**src/rtl/bstep_act_scheduler_if.sv**
```systemverilog
// Handshake bundle between the neuron requesters, the shared activation
// scheduler and the downstream activation collector.
interface bstep_act_scheduler_if #(
    parameter int N_REQ  = 4,
    parameter int ID_W   = 2,
    parameter int DATA_W = 5
);
    // Requester side: one valid/ready pair and one data slice per requester
    logic [N_REQ-1:0]        req_valid;
    logic [N_REQ*DATA_W-1:0] req_data;
    logic [N_REQ-1:0]        req_ready;

    // Result side: head of the result buffer
    logic                    out_valid;
    logic                    out_ready;
    logic                    out_act;
    logic [ID_W-1:0]         out_id;

    // Requesters and collector (environment side)
    modport master (
        output req_valid,
        output req_data,
        output out_ready,
        input  req_ready,
        input  out_valid,
        input  out_act,
        input  out_id
    );

    // Scheduler side
    modport slave (
        input  req_valid,
        input  req_data,
        input  out_ready,
        output req_ready,
        output out_valid,
        output out_act,
        output out_id
    );
endinterface

```
**src/rtl/bstep_act_scheduler.sv**
```systemverilog
// Shared 5-bit binary-step activation evaluator with a round-robin arbiter,
// a 2-entry {act, id} result buffer and drain-then-switch mode sequencing.
module bstep_act_scheduler #(
    parameter int N_REQ  = 4,
    parameter int ID_W   = 2,
    parameter int DATA_W = 5
) (
    input  logic                 clk,
    input  logic                 rst,
    input  logic                 mode_req,
    output logic                 mode_cur,
    output logic                 busy,
    bstep_act_scheduler_if.slave bus
);

    // Arbiter and evaluator state
    logic [ID_W-1:0]   ptr_reg;
    logic              mode_cur_reg;

    // Result buffer: two slots addressed by 1-bit read/write pointers
    logic              act_mem_reg [2];
    logic [ID_W-1:0]   id_mem_reg  [2];
    logic              wr_ptr_reg;
    logic              rd_ptr_reg;
    logic [1:0]        count_reg;
    logic [1:0]        count_next;

    // Per-requester data slices
    logic [DATA_W-1:0] data_arr [N_REQ];

    logic              grant_found;
    logic [ID_W-1:0]   grant_idx;
    logic              out_valid_int;
    logic              pop;
    logic              can_accept;
    logic              mode_match;
    logic              push;
    logic [DATA_W-1:0] sel_data;
    logic              act_new;
    logic [N_REQ-1:0]  ready_vec;

    generate
        for (genvar gi = 0; gi < N_REQ; gi++) begin : g_slice
            assign data_arr[gi] = bus.req_data[gi*DATA_W +: DATA_W];
        end
    endgenerate

    assign out_valid_int = (count_reg != 2'd0);
    assign pop           = out_valid_int & bus.out_ready;
    // A full buffer still accepts when its head leaves in the same cycle
    assign can_accept    = (count_reg != 2'd2) | pop;
    assign mode_match    = (mode_req == mode_cur_reg);
    // Grants stop while a mode change is pending and while reset is held
    assign push          = grant_found & can_accept & mode_match & ~rst;

    // Round-robin scan: first valid requester starting at ptr, wrapping around
    always_comb begin
        logic [ID_W-1:0] idx;
        grant_found = 1'b0;
        grant_idx   = '0;
        idx         = '0;
        for (int k = 0; k < N_REQ; k++) begin
            idx = ptr_reg + ID_W'(k);
            if (!grant_found && bus.req_valid[idx]) begin
                grant_found = 1'b1;
                grant_idx   = idx;
            end
        end
    end

    // One-hot grant to the selected requester only when the transfer can happen
    always_comb begin
        ready_vec = '0;
        if (push) begin
            ready_vec[grant_idx] = 1'b1;
        end
    end

    // Evaluate the granted pre-activation with the currently applied mode
    always_comb begin
        sel_data = data_arr[grant_idx];
        if (mode_cur_reg) begin
            act_new = ~sel_data[0];
        end else begin
            act_new = ~sel_data[DATA_W-1];
        end
    end

    // Buffer occupancy: a simultaneous push and pop leaves it unchanged
    always_comb begin
        count_next = count_reg;
        case ({push, pop})
            2'b10:   count_next = count_reg + 2'd1;
            2'b01:   count_next = count_reg - 2'd1;
            default: count_next = count_reg;
        endcase
    end

    // Result buffer, arbiter pointer and applied mode
    always_ff @(posedge clk or posedge rst) begin
        if (rst) begin
            for (int i = 0; i < 2; i++) begin
                act_mem_reg[i] <= 1'b0;
                id_mem_reg[i]  <= '0;
            end
            wr_ptr_reg   <= 1'b0;
            rd_ptr_reg   <= 1'b0;
            count_reg    <= 2'd0;
            ptr_reg      <= '0;
            mode_cur_reg <= 1'b0;
        end else begin
            if (push) begin
                act_mem_reg[wr_ptr_reg] <= act_new;
                id_mem_reg[wr_ptr_reg]  <= grant_idx;
                wr_ptr_reg              <= ~wr_ptr_reg;
                ptr_reg                 <= grant_idx + ID_W'(1);
            end
            if (pop) begin
                rd_ptr_reg <= ~rd_ptr_reg;
            end
            count_reg <= count_next;
            // Mode only changes once every old-mode result has drained
            if (!mode_match && (count_reg == 2'd0)) begin
                mode_cur_reg <= mode_req;
            end
        end
    end

    assign bus.req_ready = ready_vec;
    assign bus.out_valid = out_valid_int;
    assign bus.out_act   = act_mem_reg[rd_ptr_reg];
    assign bus.out_id    = id_mem_reg[rd_ptr_reg];
    assign mode_cur      = mode_cur_reg;
    assign busy          = out_valid_int | ~mode_match;

endmodule
```
**src/flat_wrapper.sv**
```systemverilog
// flat-port wrapper written by rule: the top's interface ports become plain ports
module bstep_act_scheduler_flat 
#(
    parameter int N_REQ  = 4,
    parameter int ID_W   = 2,
    parameter int DATA_W = 5
)
  (clk, rst, mode_req, mode_cur, busy, bus_req_valid, bus_req_data, bus_out_ready, bus_req_ready, bus_out_valid, bus_out_act, bus_out_id);
  bstep_act_scheduler_if #(.N_REQ(N_REQ), .ID_W(ID_W), .DATA_W(DATA_W)) bus_i ();
  input  logic clk;
  input  logic rst;
  input  logic mode_req;
  output logic mode_cur;
  output logic busy;
  input wire logic [$bits(bus_i.req_valid)-1:0] bus_req_valid;
  input wire logic [$bits(bus_i.req_data)-1:0] bus_req_data;
  input wire logic [$bits(bus_i.out_ready)-1:0] bus_out_ready;
  output wire logic [$bits(bus_i.req_ready)-1:0] bus_req_ready;
  output wire logic [$bits(bus_i.out_valid)-1:0] bus_out_valid;
  output wire logic [$bits(bus_i.out_act)-1:0] bus_out_act;
  output wire logic [$bits(bus_i.out_id)-1:0] bus_out_id;
  assign bus_i.req_valid = bus_req_valid;
  assign bus_i.req_data = bus_req_data;
  assign bus_i.out_ready = bus_out_ready;
  assign bus_req_ready = bus_i.req_ready;
  assign bus_out_valid = bus_i.out_valid;
  assign bus_out_act = bus_i.out_act;
  assign bus_out_id = bus_i.out_id;
  bstep_act_scheduler #(.N_REQ(N_REQ), .ID_W(ID_W), .DATA_W(DATA_W)) u_core (.clk(clk), .rst(rst), .mode_req(mode_req), .mode_cur(mode_cur), .busy(busy), .bus(bus_i));
endmodule
```
**config.mk**
```make
export PLATFORM = sky130hd
export DESIGN_NAME = bstep_act_scheduler_flat
export DESIGN_NICKNAME = d
export VERILOG_FILES = /design/src/rtl/bstep_act_scheduler_if.sv /design/src/rtl/bstep_act_scheduler.sv /design/src/flat_wrapper.sv
export SDC_FILE = /design/constraint.sdc
export NUM_CORES = 1
export LEC_CHECK = 0
export CAP_MARGIN = 20
export CELL_PAD_IN_SITES_DETAIL_PLACEMENT = 0
export CELL_PAD_IN_SITES_GLOBAL_PLACEMENT = 1
export CORE_MARGIN = 10
export CORE_UTILIZATION = 32
export CTS_BUF_LIST = sky130_fd_sc_hd__clkbuf_8
export DETAILED_ROUTE_END_ITERATION = 16
export PLACE_DENSITY = 0.89
export SLEW_MARGIN = 20
export SYNTH_ARGS = -nofsm -noshare
export SYNTH_HDL_FRONTEND = slang
export SYNTH_SLANG_ARGS = --single-unit
```
**constraint.sdc**
```tcl
create_clock -name clk -period 2.3 [get_ports clk]
set_input_delay 0.345 -clock clk [delete_from_list [all_inputs] [get_ports clk]]
set_output_delay 0.345 -clock clk [all_outputs]
set_load 0.005 [all_outputs]
```
==> results.json, run 1 <==
{
  "drc": 0,
  "p_switching_mw": 0.596,
  "start_util_pct": 34.6,
  "antenna_found_initial": 0,
  "synth_area_um2": 881,
  "fin_nets": 170,
  "fp-row-count": 18,
  "worst_clock_skew_ns": 0.00178,
  "grt_use_met1_pct": 9.74,
  "rr_startpoint": "u_core.ptr_reg[0]",
  "setup_viol": 2,
  "fmax_mhz": 430,
  "netlist_instances": 84,
  "fin_ws_ns": -0.0268,
  "tightestPinTransition_ns": 0.503,
  "powerDensity_mw_per_mm2": 1210,
  "diodes": 0,
  "ios": 38,
  "yosys_register_bits": 13,
  "area_growth_syn_to_layout_pct": 60.5,
  "h-tree-depth": 1,
  "die-area_mm2": 0.00525,
  "violations": "setup timing",
  "whs_ns": 0.478,
  "crit_type": "flip-flop to flip-flop",
  "min_period_over_period_pct": 101,
  "async_flop_share_pct": 100,
  "crit_required_ns": 2.48,
  "grtUsageMet2_pct": 17.4,
  "post-route-min-period_ns": 2.33,
  "clock_latency_ns": 0.24,
  "fp.dieW_um": 72.5,
  "dr_total_vias": 811,
  "hold_viol": 0,
  "hpwl_mm": 1.87,
  "cp-startpoint": "u_core.ptr_reg[0]",
  "cts_buffers": 3,
  "rsz0062_at_grt": "true",
  "first_global_vias": 922,
  "hold_class": "input port to async pin",
  "slowest_delay_ns": 0.54,
  "leakagePower_nw": 0.662,
  "ir_drop_uv": 809,
  "internal_power_mw": 1.11,
  "synth_edf_count": 0,
  "cts_tree": "yes",
  "holdBufCountCts": 0,
  "cp-end-kind": "flip-flop",
  "crit_top_cell": "buf_6",
  "yosysTopAreaCell": "dfrtp_1",
  "crit_arrival_ns": 2.51,
  "post-route-util_pct": 55.6,
  "slew_viol_final": 0,
  "globalplace.congestion": 0.726,
  "cts_num_sinks": 13,
  "cp-endpoint": "u_core.act_mem_reg[1]",
  "pwr-share-comb_pct": 62.3,
  "synth_cell_type_count": 33,
  "ys.flop_type": "dfrtp_1",
  "critPathBufInv": 3,
  "synth_top_area_share_pct": 36.9,
  "ys.warnings.count": 0,
  "grt_max_degree": 14,
  "path_cells": "nor2b_4, or4b_4, nand2_4, buf_6, buf_6, mux2_4, a222oi_1, buf_4, mux2_2",
  "slowest_stage": "or4b_4",
  "use_met3_pct": 3.27,
  "relSlewSlack_pct": 66.4,
  "wire_per_inst_um": 15.0,
  "grt_usage_pct": 9.45,
  "syn_avg_cell_area_um2": 10.5,
  "cap_violations": 0,
  "switching_share_pct": 34.9,
  "antenna_left": 0,
  "worstReg2RegEnd": "u_core.act_mem_reg[1]",
  "path_delay_family": "simple AND/OR/NAND/NOR gates",
  "r2r_cells": 9,
  "seqPwrFrac_pct": 26.3,
  "gr-total-overflow": 0,
  "grt_first_pass_wirelength_mm": 4.08,
  "max-clock-path-buffers": 2,
  "crit_fanout": 3,
  "viasPerCell": 4.89,
  "path_clk_slew_ns": 0.05,
  "grt_busiest_layer": "met2",
  "largest_reg_flops": 4,
  "final_layout_size_suffix_gt1_share_pct": 42.6,
  "start_kind": "flip-flop",
  "status": "finished, violations left",
  "routed_wl_mm": 2.48,
  "ys_top_cells_by_area": "dfrtp_1, mux2_2, ha_1, xor2_1, mux2_1",
  "numPortBuffers": 25,
  "first_iter_violations": 17,
  "yosysSeqAreaShare_pct": 36.9,
  "reg2reg_slack_ns": -0.03,
  "die_y_um": 72.5,
  "pwr-share-clk_pct": 11.4,
  "core_region_area_mm2": 0.00254,
  "first_pass_iters": 4,
  "synth_nets": 117,
  "critical_path_depth": 9,
  "cts-root-buf": "clkbuf_8"
}
==> synth_stat cells, types with 2 or more instances <==
cell type,number
mux2_1,3
dfrtp_1,13
nor2b_1,4
nor2_2,2
nand2_1,2
o21ai_0,3
and2_1,4
inv_1,5
ha_1,5
a211oi_1,2
xnor2_1,2
nor2_1,7
mux2_2,8
nand2b_1,2
xor2_1,4
==> cell families (layout without fill, tap and decap cells) <==
group	after synthesis	after routing	synth area share (%)
DFF	13	13	36.9
adders and majority gates	5	5	7.10
xor gates and xnor gates	6	6	5.97
AOI/OAI and AO/OA	14	14	12.8
muxes	11	11	14.1
and+or+nand+nor	29	29	20.6
buffers and inverters	6	58	2.56
==> power groups by stage <==
stage / clock [mW] / sequential [mW] / combinational (mW)
floorplan: 0 / 0.436 / 0.486
global placement: 0 / 0.438 / 0.867
detailed placement: 0 / 0.447 / 0.898
CTS: 0.201 / 0.447 / 1.01
global route: 0.212 / 0.461 / 1.16
finish: 0.195 / 0.449 / 1.06
==> through the flow <==
stage                     power, mW  setup WS [ns]  cell area [um2]  std cells  setup TNS, ns
after global placement         1.30         -0.439             1270        153          -2.70
after global routing           1.83        -0.0759             1410        166         -0.147
after floorplan               0.922          0.275              881         84              0
after detailed placement       1.35         -0.527             1270        153          -3.39
final                          1.71        -0.0268             1410        166        -0.0373
after CTS                      1.66        0.00216             1400        164              0
==> area by class of cell <==
type	count	area [um2]
flip-flops and latches	13	325
well taps	30	37.5
inverters	6	22.5
multi-input cells	65	579
clock inverters	1	3.75
clock buffers	3	41.3
repair buffers	48	404
fillers	240	1130
==> worst min path at each step <==
stage | from | end | slack (ns) | depth (start not counted)
2_1_floorplan | rst | u_core.act_mem_reg[0] | 0.22 | 1
3_3_place_gp | u_core.id_mem_reg[0] | u_core.id_mem_reg[0] | 0.46 | 1
3_5_place_dp | u_core.id_mem_reg[1] | u_core.id_mem_reg[1] | 0.47 | 2
4_1_cts | rst | u_core.mode_cur | 0.48 | 2
5_1_grt | u_core.act_mem_reg[0] | u_core.act_mem_reg[0] | 0.51 | 1
6_report | rst | u_core.mode_cur | 0.48 | 2
==> what timing repair did <==
item,4_1_cts,5_1_grt
buffers inserted,7,2
pin swaps,3,2
setup endpoints to repair,6,7
gates resized for setup,23,13
==> layout by cell type, fill, tap and decap left out, types with 2 or more instances in the layout <==
master / n
nor2_1: 7
buf_2: 2
and2_1: 4
inv_1: 5
inv_2: 2
buf_6: 2
nor2_2: 2
xor2_1: 4
buf_4: 21
clkdlybuf4s50_1: 17
dfrtp_1: 13
xnor2_1: 2
mux2_4: 2
clkbuf_8: 3
nor2b_4: 3
nand2_1: 2
nand2b_1: 2
clkdlybuf4s15_1: 2
clkbuf_2: 3
mux2_2: 8
ha_1: 5
o21ai_0: 3
==> routing by layer <==
layer | up-vias | wire (um) | share of wire (%)
li1 | 398 | - | -
met1 | 391 | 983 | 40
met2 | 20 | 1300 | 52
met3 | 2 | 181 | 7.3
met4 | 0 | 15 | 0.60
met5 | - | 0 | 0
Note: power is estimated with default switching activity, not from simulation.
==> inputs of run 2 (changes only) <==
- clock period: 2.3 -> 2.5 ns (I/O delays scaled with it)
==> run 2 against run 1 <==
Compared with the run above: the run now ends clean; via count shrank 1.8%; first-iteration DRC count grew 53%; combinational power shrank 22%; clock-buffer cell count is the same; utilization shrank 2.1 points; critical path type is now input port to primary output.
==> results.json, run 2 (synthesis gave the netlist of run 1 again) <==
{
  "post-route-min-period_ns": 2.41,
  "pwr-share-clk_pct": 12.3,
  "antenna_left": 0,
  "powerDensity_mw_per_mm2": 1060,
  "area_growth_syn_to_layout_pct": 54.5,
  "diodes": 0,
  "gr-total-overflow": 0,
  "internal_power_mw": 0.945,
  "die_y_um": 72.5,
  "cts_tree": "yes",
  "multi_input_area_um2": 548,
  "max-clock-path-buffers": 2,
  "largest_reg_flops": 4,
  "fp.dieW_um": 72.5,
  "p_switching_mw": 0.496,
  "hold_path_depth": 1,
  "slew_viol_final": 0,
  "fmax_mhz": 414,
  "leakagePower_nw": 0.638,
  "final_cell_mix": "buf_4, clkdlybuf4s50_1, dfrtp_1",
  "cap_violations": 0,
  "rr_startpoint": "u_core.ptr_reg[0]",
  "pwr-share-comb_pct": 57.6,
  "routed_wl_mm": 2.18,
  "grt_first_pass_wirelength_mm": 3.77,
  "core_region_area_mm2": 0.00254,
  "crit_fanout": 4,
  "path_clk_slew_ns": 0.05,
  "crit_type": "input port to primary output",
  "worstReg2RegEnd": "u_core.act_mem_reg[1]",
  "worst_clock_skew_ns": 0.000342,
  "ff_latch_area_um2": 325,
  "crit_arrival_ns": 2.04,
  "status": "complete, no violations",
  "cts_buffers": 3,
  "dp_cells": 154,
  "grt_usage_pct": 8.70,
  "globalplace.congestion": 0.718,
  "setup_viol": 0,
  "final_layout_size_suffix_gt1_share_pct": 32.6,
  "clock_latency_ns": 0.24,
  "numPortBuffers": 25,
  "fill_cells": 252,
  "min_from": "u_core.id_mem_reg[0]",
  "fp-row-count": 18,
  "finalSetupTns_ns": 0,
  "tightestPinTransition_ns": 0.485,
  "ir_drop_uv": 554,
  "cts-root-buf": "clkbuf_8",
  "total_power_mw": 1.44,
  "drc": 0,
  "start_kind": "input port",
  "hold-path-endpoint": "u_core.id_mem_reg[0]",
  "first_pass_iters": 4,
  "grt_max_degree": 14,
  "dr_total_vias": 796,
  "relSlewSlack_pct": 67.6,
  "first_global_vias": 823,
  "fin_ws_ns": 0.0867,
  "reg2reg_slack_ns": 0.13,
  "switching_share_pct": 34.4,
  "cts_num_sinks": 13,
  "min_period_over_period_pct": 96.5,
  "first_iter_violations": 26,
  "crit_required_ns": 2.12,
  "antenna_found_initial": 0,
  "wire_per_inst_um": 13.5,
  "place_ws_ns": -0.348,
  "r2r_cells": 9,
  "viasPerCell": 4.91,
  "final_common_cell": "buf_4",
  "hpwl_mm": 1.77,
  "ios": 38,
  "final_cells": 162,
  "hold_class": "flip-flop to flip-flop",
  "hold_viol": 0,
  "cp-end-kind": "primary output",
  "rsz0062_at_grt": "false",
  "holdBufCountCts": 0,
  "die-area_mm2": 0.00525,
  "start_util_pct": 34.6,
  "seqPwrFrac_pct": 30.1,
  "h-tree-depth": 1,
  "fin_nets": 166,
  "post-route-util_pct": 53.5
}
run 2: metrics by stage:
| stage | instance area, um2 | hold WS (ns) |
|---|---|---|
| 3_3_place_gp | 1280 | 0.460 |
| 2_1_floorplan | 881 | 0.252 |
| 5_1_grt | 1360 | 0.507 |
| 4_1_cts | 1350 | 0.486 |
| 6_report | 1360 | 0.482 |
| 3_5_place_dp | 1280 | 0.474 |
run 2: critical path: stages:
cell	delay, ns
dlygate4sd2_1	0.26
nor2b_1	0.15
or4b_4	0.54
nand2_4	0.11
inv_1	0.06
ha_1	0.18
and2_1	0.12
dlygate4sd2_1	0.26
run 2: area by class of cell:
cell class | instances | share of cell area (%)
clock buffers | 3 | 3.03
clock inverters | 1 | 0.276
inverters | 6 | 1.65
multi-input cells | 65 | 40.3
flip-flops and latches | 13 | 23.9
well taps | 30 | 2.76
repair buffers | 44 | 28.1
run 2: worst max-delay path by stage:
stage / start / to
6_report: bus_req_valid[0] / bus_req_ready[0]
4_1_cts: bus_req_valid[0] / u_core.act_mem_reg[1]
5_1_grt: bus_req_valid[0] / bus_req_ready[0]
3_3_place_gp: bus_req_valid[3] / bus_req_ready[2]
3_5_place_dp: bus_req_valid[3] / u_core.act_mem_reg[1]
2_1_floorplan: bus_req_valid[2] / u_core.act_mem_reg[1]
run 2: what timing repair did:
action / 4_1_cts / 5_1_grt
pin swaps: 2 / 1
setup endpoints to repair: 6 / 1
setup buffers: 3 / 1
gates resized for setup: 11 / 1
run 2: layer usage:
layer  GRT usage (%)  routed length [um]  share of wire, %  vias to the layer above
li1                -                   -                 -                      388
met1            9.52                 890                41                      378
met2            14.3                1060                49                       28
met3            4.08                 212               9.7                        2
met4            3.38                  15              0.69                        0
met5               0                   0                 0                        -
run 2: power by group through the flow:
stage	logic, mW	registers [mW]	clock network (mW)
floorplan	0.447	0.401	0
global placement	0.764	0.422	0
detailed placement	0.790	0.433	0
CTS	0.818	0.435	0.184
global route	0.928	0.456	0.199
finish	0.830	0.434	0.177
